--- src/rtl/immediate_extender_pipe_pkg.sv ---
// Shared definitions for the immediate extender: mode encodings and buffer occupancy states.
package immediate_extender_pipe_pkg;

  localparam int unsigned MODE_WIDTH = 2;

  localparam logic [MODE_WIDTH-1:0] EXT_ZERO   = 2'd0;
  localparam logic [MODE_WIDTH-1:0] EXT_SIGN   = 2'd1;
  localparam logic [MODE_WIDTH-1:0] EXT_UPPER  = 2'd2;
  localparam logic [MODE_WIDTH-1:0] EXT_BRANCH = 2'd3;

  // Occupancy of the 2-entry skid buffer
  typedef enum logic [1:0] {
    ST_EMPTY = 2'd0,
    ST_ONE   = 2'd1,
    ST_FULL  = 2'd2
  } count_state_e;

endpackage

--- src/rtl/immediate_extender_pipe_if.sv ---
// Decode-side producer channel, consumer channel and flush for the immediate extender.
interface immediate_extender_pipe_if
  import immediate_extender_pipe_pkg::*;
#(
  parameter int unsigned IMM_WIDTH  = 16,
  parameter int unsigned DATA_WIDTH = 32,
  parameter int unsigned TAG_WIDTH  = 5
);
  logic                  flush;
  logic                  in_valid;
  logic                  in_ready;
  logic [IMM_WIDTH-1:0]  in_immediate;
  logic [MODE_WIDTH-1:0] in_mode;
  logic [TAG_WIDTH-1:0]  in_tag;
  logic                  out_valid;
  logic                  out_ready;
  logic [DATA_WIDTH-1:0] out_value;
  logic [TAG_WIDTH-1:0]  out_tag;

  // Environment side: decode producer plus ID/EX consumer
  modport master (
    output flush, in_valid, in_immediate, in_mode, in_tag, out_ready,
    input  in_ready, out_valid, out_value, out_tag
  );

  modport slave (
    input  flush, in_valid, in_immediate, in_mode, in_tag, out_ready,
    output in_ready, out_valid, out_value, out_tag
  );
endinterface

--- src/rtl/immediate_extender_pipe_extend_core.sv ---
// Combinational widening of a raw immediate according to the extension mode.
module immediate_extend_core
  import immediate_extender_pipe_pkg::*;
#(
  parameter int unsigned IMM_WIDTH  = 16,
  parameter int unsigned DATA_WIDTH = 32
) (
  input  logic [IMM_WIDTH-1:0]  immediate,
  input  logic [MODE_WIDTH-1:0] mode,
  output logic [DATA_WIDTH-1:0] value
);
  localparam int unsigned PAD_WIDTH = DATA_WIDTH - IMM_WIDTH;

  logic [DATA_WIDTH-1:0] zext_c;
  logic [DATA_WIDTH-1:0] sext_c;
  logic [DATA_WIDTH-1:0] upper_c;
  logic [DATA_WIDTH-1:0] branch_c;

  assign zext_c   = {{PAD_WIDTH{1'b0}}, immediate};
  assign sext_c   = {{PAD_WIDTH{immediate[IMM_WIDTH-1]}}, immediate};
  assign upper_c  = {immediate, {PAD_WIDTH{1'b0}}};
  // Word offset to byte offset; the two topmost sign copies fall off
  assign branch_c = {sext_c[DATA_WIDTH-3:0], 2'b00};

  always_comb begin
    value = zext_c;
    case (mode)
      EXT_ZERO:   value = zext_c;
      EXT_SIGN:   value = sext_c;
      EXT_UPPER:  value = upper_c;
      EXT_BRANCH: value = branch_c;
      default:    value = zext_c;
    endcase
  end
endmodule

--- src/rtl/immediate_extender_pipe.sv ---
// Decode-stage immediate generator: extends on accept and buffers up to two tagged results
// in strict FIFO order ahead of the ID/EX register.
module immediate_extender_pipe
  import immediate_extender_pipe_pkg::*;
#(
  parameter int unsigned IMM_WIDTH  = 16,
  parameter int unsigned DATA_WIDTH = 32,
  parameter int unsigned TAG_WIDTH  = 5
) (
  input  logic                       clk,
  input  logic                       reset,
  immediate_extender_pipe_if.slave   bus
);
  if (DATA_WIDTH < IMM_WIDTH + 2) begin : g_bad_params
    $error("immediate_extender_pipe: DATA_WIDTH must be >= IMM_WIDTH+2");
  end

  count_state_e          state_q, state_d;
  logic [DATA_WIDTH-1:0] head_val_q, head_val_d;
  logic [TAG_WIDTH-1:0]  head_tag_q, head_tag_d;
  logic [DATA_WIDTH-1:0] tail_val_q, tail_val_d;
  logic [TAG_WIDTH-1:0]  tail_tag_q, tail_tag_d;
  logic                  rdy_en_q, rdy_en_d;

  logic [DATA_WIDTH-1:0] ext_val_c;
  logic                  in_ready_c;
  logic                  push_c;
  logic                  pop_c;

  immediate_extend_core #(
    .IMM_WIDTH  (IMM_WIDTH),
    .DATA_WIDTH (DATA_WIDTH)
  ) u_extend (
    .immediate (bus.in_immediate),
    .mode      (bus.in_mode),
    .value     (ext_val_c)
  );

  // rdy_en_q holds intake off until the first edge after reset release
  assign in_ready_c = rdy_en_q && (state_q != ST_FULL) && !bus.flush;
  assign push_c     = bus.in_valid && in_ready_c;
  assign pop_c      = (state_q != ST_EMPTY) && bus.out_ready;
  assign rdy_en_d   = 1'b1;

  always_comb begin
    state_d    = state_q;
    head_val_d = head_val_q;
    head_tag_d = head_tag_q;
    tail_val_d = tail_val_q;
    tail_tag_d = tail_tag_q;

    if (bus.flush) begin
      state_d    = ST_EMPTY;
      head_val_d = '0;
      head_tag_d = '0;
      tail_val_d = '0;
      tail_tag_d = '0;
    end else begin
      case (state_q)
        ST_EMPTY: begin
          if (push_c) begin
            state_d    = ST_ONE;
            head_val_d = ext_val_c;
            head_tag_d = bus.in_tag;
          end
        end
        ST_ONE: begin
          if (push_c && pop_c) begin
            head_val_d = ext_val_c;
            head_tag_d = bus.in_tag;
          end else if (push_c) begin
            state_d    = ST_FULL;
            tail_val_d = ext_val_c;
            tail_tag_d = bus.in_tag;
          end else if (pop_c) begin
            state_d    = ST_EMPTY;
            head_val_d = '0;
            head_tag_d = '0;
          end
        end
        ST_FULL: begin
          if (pop_c) begin
            state_d    = ST_ONE;
            head_val_d = tail_val_q;
            head_tag_d = tail_tag_q;
            tail_val_d = '0;
            tail_tag_d = '0;
          end
        end
        default: begin
          state_d    = ST_EMPTY;
          head_val_d = '0;
          head_tag_d = '0;
          tail_val_d = '0;
          tail_tag_d = '0;
        end
      endcase
    end
  end

  always_ff @(posedge clk or posedge reset) begin
    if (reset) begin
      state_q    <= ST_EMPTY;
      head_val_q <= '0;
      head_tag_q <= '0;
      tail_val_q <= '0;
      tail_tag_q <= '0;
      rdy_en_q   <= 1'b0;
    end else begin
      state_q    <= state_d;
      head_val_q <= head_val_d;
      head_tag_q <= head_tag_d;
      tail_val_q <= tail_val_d;
      tail_tag_q <= tail_tag_d;
      rdy_en_q   <= rdy_en_d;
    end
  end

  // Head storage is cleared whenever it is vacated, so empty reads back as zero
  assign bus.in_ready  = in_ready_c;
  assign bus.out_valid = (state_q != ST_EMPTY);
  assign bus.out_value = head_val_q;
  assign bus.out_tag   = head_tag_q;
endmodule

--- src/flat_wrapper.sv ---
// flat-port wrapper written by rule: the top's interface ports become plain ports
module immediate_extender_pipe_flat import immediate_extender_pipe_pkg::*;
#(
  parameter int unsigned IMM_WIDTH  = 16,
  parameter int unsigned DATA_WIDTH = 32,
  parameter int unsigned TAG_WIDTH  = 5
)
  (clk, reset, bus_flush, bus_in_valid, bus_in_immediate, bus_in_mode, bus_in_tag, bus_out_ready, bus_in_ready, bus_out_valid, bus_out_value, bus_out_tag);
  immediate_extender_pipe_if #(.IMM_WIDTH(IMM_WIDTH), .DATA_WIDTH(DATA_WIDTH), .TAG_WIDTH(TAG_WIDTH)) bus_i ();
  input  logic clk;
  input  logic reset;
  input wire logic [$bits(bus_i.flush)-1:0] bus_flush;
  input wire logic [$bits(bus_i.in_valid)-1:0] bus_in_valid;
  input wire logic [$bits(bus_i.in_immediate)-1:0] bus_in_immediate;
  input wire logic [$bits(bus_i.in_mode)-1:0] bus_in_mode;
  input wire logic [$bits(bus_i.in_tag)-1:0] bus_in_tag;
  input wire logic [$bits(bus_i.out_ready)-1:0] bus_out_ready;
  output wire logic [$bits(bus_i.in_ready)-1:0] bus_in_ready;
  output wire logic [$bits(bus_i.out_valid)-1:0] bus_out_valid;
  output wire logic [$bits(bus_i.out_value)-1:0] bus_out_value;
  output wire logic [$bits(bus_i.out_tag)-1:0] bus_out_tag;
  assign bus_i.flush = bus_flush;
  assign bus_i.in_valid = bus_in_valid;
  assign bus_i.in_immediate = bus_in_immediate;
  assign bus_i.in_mode = bus_in_mode;
  assign bus_i.in_tag = bus_in_tag;
  assign bus_i.out_ready = bus_out_ready;
  assign bus_in_ready = bus_i.in_ready;
  assign bus_out_valid = bus_i.out_valid;
  assign bus_out_value = bus_i.out_value;
  assign bus_out_tag = bus_i.out_tag;
  immediate_extender_pipe #(.IMM_WIDTH(IMM_WIDTH), .DATA_WIDTH(DATA_WIDTH), .TAG_WIDTH(TAG_WIDTH)) u_core (.clk(clk), .reset(reset), .bus(bus_i));
endmodule
--- config.mk ---
export PLATFORM = sky130hd
export DESIGN_NAME = immediate_extender_pipe_flat
export DESIGN_NICKNAME = d
export VERILOG_FILES = /design/src/rtl/immediate_extender_pipe_pkg.sv /design/src/rtl/immediate_extender_pipe_if.sv /design/src/rtl/immediate_extender_pipe_extend_core.sv /design/src/rtl/immediate_extender_pipe.sv /design/src/flat_wrapper.sv
export SDC_FILE = /design/constraint.sdc
export NUM_CORES = 1
export LEC_CHECK = 0
export BUFFER_PORTS_ARGS = -buffer_cell sky130_fd_sc_hd__buf_2
export CAP_MARGIN = 10
export CORE_AREA = 2 2 83 85
export DETAILED_ROUTE_END_ITERATION = 6
export DIE_AREA = 0 0 85 87
export GPL_TIMING_DRIVEN = 0
export PLACE_DENSITY = 0.77
export SETUP_SLACK_MARGIN = 0.1
export SKIP_CTS_REPAIR_TIMING = 1
export SYNTH_ARGS = -nofsm -noshare
export SYNTH_HDL_FRONTEND = slang
export SYNTH_SLANG_ARGS = --single-unit
--- constraint.sdc ---
create_clock -name clk -period 2.8 [get_ports clk]
set_input_delay 0.14 -clock clk [delete_from_list [all_inputs] [get_ports clk]]
set_output_delay 0.14 -clock clk [all_outputs]
set_load 0.1 [all_outputs]
==> summary.md, run 1 <==
| Metric | Value |
|---|---|
| Outcome | `complete, no violations` |
| Critical path arrival | `about 2000 ps` |
| Max Fclk | `~0.57 GHz` |
| Die height | `87 µm` |
| Crit-path slowest cell | `dfrtp_1` |
| CTS sink cnt | `77` |
| First-pass GRT wire length | `roughly 13000 µm` |
| Top Family by Delay on Critical Path | `compound AO/OA/AOI/OAI gates` |
| Non-Filler Cell Area, Final | `just over 4000 µm²` |
| Placed Cells | `437` |
| Placer Congestion | `~0.86` |
| CTS Root Cell | `clkbuf_8` |
| Final WL | `between 8000 and 9000 µm` |
| Synth area leaders | `dfrtp_1 56%, a221o_1 8.7%, o2bb2ai_1 8.1%, a21oi_1 4.2%, nor2_1 3.6%` |
| Setup TNS | `0 ps` |
| Vias per cell | `approximately 6.0` |
| Final Hold Fails | `0` |
| Crit. End Element | `register` |
| Mapped Cells | `roughly 300` |
| Vias in the first global route | `roughly 2600` |
| Max-cap violations | `0` |
| Final setup vio count | `0` |
| Final non-filler cell total | `around 460` |
| Total gr overflow | `0` |
| Largest net degree at the start of global routing | `64` |
| CTS tree | `yes` |
| I/O pin cnt | `between 60 and 70` |
| Antenna fix cells | `0` |
| Avg WL per Cell | `~18 µm` |
| Layout cell share with drive strength beyond 1 | `29.1%` |
| HPWL after DPL | `5520 µm` |
| Synth warn | `0` |
| Synth Area per Inst | `~12 µm²` |
| CP max stage delay | `around 370 ps` |
| Drt initial violations | `approximately 240` |
| Commonest non-fill, non-tap cell in the layout | `dfrtp_1` |
| Worst Hold Class | `in -> reg` |
| Power per cell area | `around 600 nW/µm²` |
| P_leak | `between 2 and 2.5 nW` |
| IO buf count | `64` |
| Post-synth EDFFs | `0` |
| Initial Util | `between 50% and 60%` |
| GRT Total Usage | `22.8%` |
| Post-synth top area cell | `dfrtp_1` |
| Pre-antenna DRT Iters | `5` |
| Worst-Skew Late Latency | `about 350 ps` |
| Core ar. | `around 6600 µm²` |
| Syn-to-layout area delta | `19.2%` |
| Antenna violations before repair | `0` |
| Critical Path Source Type | `register` |
| Final Critical Period | `1750 ps` |
| Tcrit/Tclk final | `around 63%` |
| Share of the synthesized area in the top cell type | `about 56%` |
| Synthesized cell area | `3450 µm²` |
| NumNets Final | `398` |
| Crit path buf inv count | `2` |
| Worst vdd ir | `about 0.35 mV` |
| Via Count | `2714` |
| Synth Flop Type | `dfrtp_1` |
| Unique masters post-synth | `38` |
| Fraction of registers with async set/reset | `between 90% and 100%` |
| Relative slew margins | `between 50 and 60%` |
| Standard-cell rows | `30` |
| Least-Margin Pin Slew | `698 ps` |
| Sequential area share after synthesis | `55.8%` |
| Maximum buffer depth of the clock tree | `2` |
| Multi-input logic area | `~1300 µm²` |
| Clk slew on worst S/H paths | `approximately 80 ps` |
| Reg area | `just under 2000 µm²` |
| Total CTS buffers | `9` |
| H-tree lvl count | `3` |
| #FFs+latches synth | `77` |
| Setup CP Type | `reg -> reg` |
| Slew Viols, Final | `0` |
| Cell Chain, Critical Path | `buf_4, or2_2, a21oi_4, buf_2, o2bb2ai_1` |
| CP Max Fanout | `10` |
| Placed instance area | `between 3000 and 4000 µm²` |
| Residual DRC | `0` |
| Commonest non-fill, non-tap cells in the layout | `77 x dfrtp_1, 72 x buf_2, 33 x nor2_1` |
| Unrepaired setup endpoints after global routing | `false` |
| FILL cells | `520` |
| Synthesized net count | `320` |
| Die span in x | `between 80 and 90 µm` |
| Die area | `between 7000 and 8000 µm²` |
| Clk_skew | `around 9 ps` |
| Antenna Nets Post-Route | `0` |
| Post-layout util | `about 63%` |
| WP data required | `~3100 ps` |
==> flip-flops by register name (all words and copies together), names as in the netlist <==
register,cells
u_core.bus.out_value,32
u_core.tail_val_q,32
u_core.bus.out_tag,5
u_core.tail_tag_q,5
u_core.state_q,2
u_core.rdy_en_q,1
==> final cells by class <==
| class | instances | area share (%) |
|---|---|---|
| repair buffers | 67 | 8.94 |
| well taps | 80 | 2.43 |
| plain buffers | 24 | 4.17 |
| multi-input cells | 183 | 32.2 |
| clock inverters | 5 | 1.22 |
| flip-flops and latches | 77 | 46.9 |
| inverters | 8 | 0.791 |
| clock buffers | 11 | 3.44 |
==> metrics by stage <==
| step | hold slack (ps) | worst slack [ps] | power [W] |
|---|---|---|---|
| after floorplan | 273 | 693 | 0.00151 |
| after global placement | 356 | -106 | 0.00161 |
| after detailed placement | 83.5 | 1090 | 0.00162 |
| after CTS | -295 | 1050 | 0.00243 |
| after global routing | 18.8 | 943 | 0.00252 |
| final | 27.9 | 1050 | 0.00242 |
==> synthesized netlist by cell type (2+ instances only) <==
master and count:
dfrtp_1 77, nor2_1 33, o2bb2ai_1 32, a221o_1 30, a21oi_1 29, nor2b_1 16
buf_2 8, inv_1 7, clkbuf_1 6, nand2_1 6, a222oi_1 5, a22o_1 5
buf_6 4, buf_8 3, nand2b_1 3, o21ai_0 3, buf_4 2, mux2i_1 2
or2_2 2
==> per-layer routing <==
layer	vias up	GRT usage, %	part of all wire [%]
met5	-	0	0
met4	0	7.36	1.7
met3	12	4.83	4.8
met2	79	34.1	48
met1	1357	33.5	46
li1	1266	-	-
==> worst paths after layout <==
path	start	cells after the start	slack [ps]	endpoint
max in group asynchronous	reset	4	1970	u_core.bus.out_value[17]
setup reg to reg	u_core.state_q[0]	5	1050	u_core.tail_val_q[11]
hold / removal	bus_in_tag[0]	2	30	u_core.tail_tag_q[0]
setup / recovery	u_core.state_q[0]	5	1050	u_core.tail_val_q[11]
min in group asynchronous	reset	3	260	u_core.bus.out_value[4]
hold reg to reg	u_core.tail_val_q[6]	1	490	u_core.tail_val_q[6]
==> power breakdown <==
part / internal [W] / total (W) / leakage, nW / switching [W]
Sequential: 0.00114 / 0.00116 / 1.06 / 0.0000167
Combinational: 0.000107 / 0.000444 / 0.868 / 0.000336
Clock: 0.000430 / 0.000822 / 0.103 / 0.000392
Total: 0.00168 / 0.00242 / 2.03 / 0.000745
==> cells by family (layout without fill, tap and decap cells) <==
logic type      count (synthesis)  in the layout  synth area share [%]
flops                          77             77                  55.8
compound gates                112            112                  26.9
simple gates                   68             68                  10.8
buf+inv                        32            115                  5.84
other cells                     1              1                 0.109
mux                             2              2                 0.580
No activity file was read; power rests on OpenSTA's default activity.
==> run 2, diff against run 1 <==
--- a/config.mk
+++ b/config.mk
@@ -7,11 +7,11 @@
 export LEC_CHECK = 0
 export BUFFER_PORTS_ARGS = -buffer_cell sky130_fd_sc_hd__buf_2
 export CAP_MARGIN = 10
-export CORE_AREA = 2 2 83 85
+export CORE_AREA = 2 2 87 89
 export DETAILED_ROUTE_END_ITERATION = 6
-export DIE_AREA = 0 0 85 87
+export DIE_AREA = 0 0 89 91
 export GPL_TIMING_DRIVEN = 0
-export PLACE_DENSITY = 0.77
+export PLACE_DENSITY = 0.74
 export SETUP_SLACK_MARGIN = 0.1
 export SKIP_CTS_REPAIR_TIMING = 1
 export SYNTH_ARGS = -nofsm -noshare
==> constraint.sdc (replaced) <==
create_clock -name clk -period 1.6 [get_ports clk]
set_input_delay 0.08 -clock clk [delete_from_list [all_inputs] [get_ports clk]]
set_output_delay 0.08 -clock clk [all_outputs]
set_load 0.1 [all_outputs]
==> summary.md, run 2 (synthesis results as in run 1) <==
| Metric | Value |
|---|---|
| Die area | `~8100 µm²` |
| GRT Total Usage | `about a fifth` |
| Layout cell share with drive strength beyond 1 | `roughly 34%` |
| CP max stage delay | `550 ps` |
| Hold Path Depth | `2` |
| Cell Chain, Critical Path | `or4b_4, o21ai_4, clkbuf_16, a221o_1` |
| Final Hold Fails | `0` |
| Largest net degree at the start of global routing | `between 40 and 50` |
| Max Fclk | `a little over 0.6 GHz` |
| Reg-to-reg critical path startpoint | `u_core.state_q[1]` |
| Antenna violations before repair | `0` |
| Commonest non-fill, non-tap cells in the layout | `76 x dfrtp_1, 67 x buf_2, 33 x nor2_1` |
| First-pass GRT wire length | `roughly 13000 µm` |
| Antenna fix cells | `0` |
| Worst vdd ir | `between 0.5 and 0.6 mV` |
| Worst flop-to-flop path endpoint | `u_core.bus.out_value[1]` |
| Initial Util | `between 40% and 50%` |
| Residual DRC | `0` |
| Internal reg-to-reg setup slack | `-30 ps` |
| Crit. End Element | `register` |
| Least-Margin Pin Slew | `approximately 740 ps` |
| Standard-cell rows | `31` |
| Final setup vio count | `12` |
| NumNets Final | `approximately 420` |
| Vias per cell | `around 5.7` |
| Via Count | `between 2000 and 3000` |
| Clk_skew | `around 11 ps` |
| Slew Viols, Final | `0` |
| Worst Hold Class | `in -> reg` |
| Vias in the first global route | `between 2000 and 3000` |
| Commonest non-fill, non-tap cell in the layout | `dfrtp_1` |
| Max-cap violations | `0` |
| Crit-path slowest cell | `or4b_4` |
| WP data required | `between 1500 and 2000 ps` |
| Final WL | `between 8000 and 9000 µm` |
| Total power | `0.00424 W` |
| Critical Path Source Type | `register` |
| Drt initial violations | `about 250` |
| I/O pin cnt | `67` |
| Outcome | `finished, violations left` |
| Power per cell area | `964 nW/µm²` |
| P_leak | `2.13 nW` |
| Worst-Skew Late Latency | `about 350 ps` |
| Tcrit/Tclk final | `102%` |
| Placed instance area | `roughly 3900 µm²` |
| Final Critical Period | `approximately 1600 ps` |
| Relative slew margins | `around half` |
| Worst Hold End | `u_core.state_q[1]` |
| Setup slack at placement | `-107 ps` |
| CTS Root Cell | `clkbuf_8` |
| Register-to-Register Path Depth | `4` |
| Final WS setup | `-29.4 ps` |
| Placed Cells | `456` |
| Total CTS buffers | `9` |
| Total gr overflow | `0` |
| Avg WL per Cell | `between 15 and 20 µm` |
| CTS tree | `yes` |
| H-tree lvl count | `3` |
| Clk slew on worst S/H paths | `~90 ps` |
| IO buf count | `64` |
| CP Max Fanout | `6` |
| Failing checks | `setup timing` |
| Non-Filler Cell Area, Final | `about 4400 µm²` |
| Placer Congestion | `around 0.86` |
| Unrepaired setup endpoints after global routing | `true` |
| Pre-antenna DRT Iters | `6` |
| Antenna Nets Post-Route | `0` |
| Maximum buffer depth of the clock tree | `2` |
| Syn-to-layout area delta | `27.5%` |
| Final non-filler cell total | `493` |
| Critical path arrival | `1920 ps` |
| Core ar. | `7140 µm²` |
| Setup CP Type | `reg -> reg` |
| Die height | `~91 µm` |
| HPWL after DPL | `roughly 5800 µm` |
| Min-delay src | `bus_out_ready` |
| CTS sink cnt | `77` |
| Die span in x | `about 90 µm` |
run 2: cell count changes in the layout (fill, tap and decap cells not counted), moves of 2 or more:
cell           change
o2bb2ai_1          -2
buf_4              +8
clkinv_2           -4
buf_6              +6
clkbuf_1           -2
dlygate4sd3_1      +5
nand2_1            -2
clkinvlp_4         +5
o2bb2ai_2          +2
buf_12             +4
buf_2              -5
run 2: stage by stage:
| step | util, % | hold WS, ps | TNS (ps) |
|---|---|---|---|
| floorplan | - | 213 | 0 |
| global placement | 54.6 | 297 | -3320 |
| detailed placement | 54.9 | 240 | -4330 |
| CTS | 57.5 | -148 | -5920 |
| global route | 61.7 | 19.6 | -995 |
| finish | 61.7 | 32.6 | -167 |
run 2: how the worst max path moves through the flow:
stage | start | end | slack, ps | depth (start not counted)
2_1_floorplan | u_core.state_q[1] | u_core.bus.out_value[16] | 100 | 5
3_3_place_gp | u_core.state_q[1] | u_core.bus.out_value[16] | -70 | 5
3_5_place_dp | u_core.state_q[1] | u_core.bus.out_tag[4] | -110 | 5
4_1_cts | u_core.state_q[1] | u_core.bus.out_value[16] | -130 | 5
5_1_grt | u_core.state_q[1] | u_core.bus.out_tag[1] | -90 | 5
6_report | u_core.state_q[1] | u_core.bus.out_value[1] | -30 | 4
run 2: worst max-delay path: cells and delay by family, from the launching register on:
kind            cells  cell delay, ps
buf+inv             1             230
compound gates      2             340
flops               1             450
simple gates        1             550
run 2: cell type report:
cell class              count  area [µm²]
fillers                   593        2740
flip-flops and latches     77        1930
multi-input cells         184        1360
repair buffers             85         561
plain buffers              24         214
clock buffers               9         124
well taps                  99         124
clock inverters             7        58.8
inverters                   8        33.8
run 2: per-layer routing:
| metal | routed length, µm | GRT usage (%) | up-vias | part of all wire (%) |
|---|---|---|---|---|
| met5 | 0 | 0 | - | 0 |
| met4 | 85 | 7.09 | 0 | 0.97 |
| met3 | 413 | 6.18 | 7 | 4.7 |
| met2 | 4360 | 31.5 | 83 | 49 |
| met1 | 3950 | 29.6 | 1395 | 45 |
| li1 | - | - | 1304 | - |
run 2: report_power, final:
group          switching [W]  internal, W  total (W)
logic               0.000614     0.000250   0.000864
clock network       0.000777     0.000580    0.00136
registers          0.0000294      0.00199    0.00202
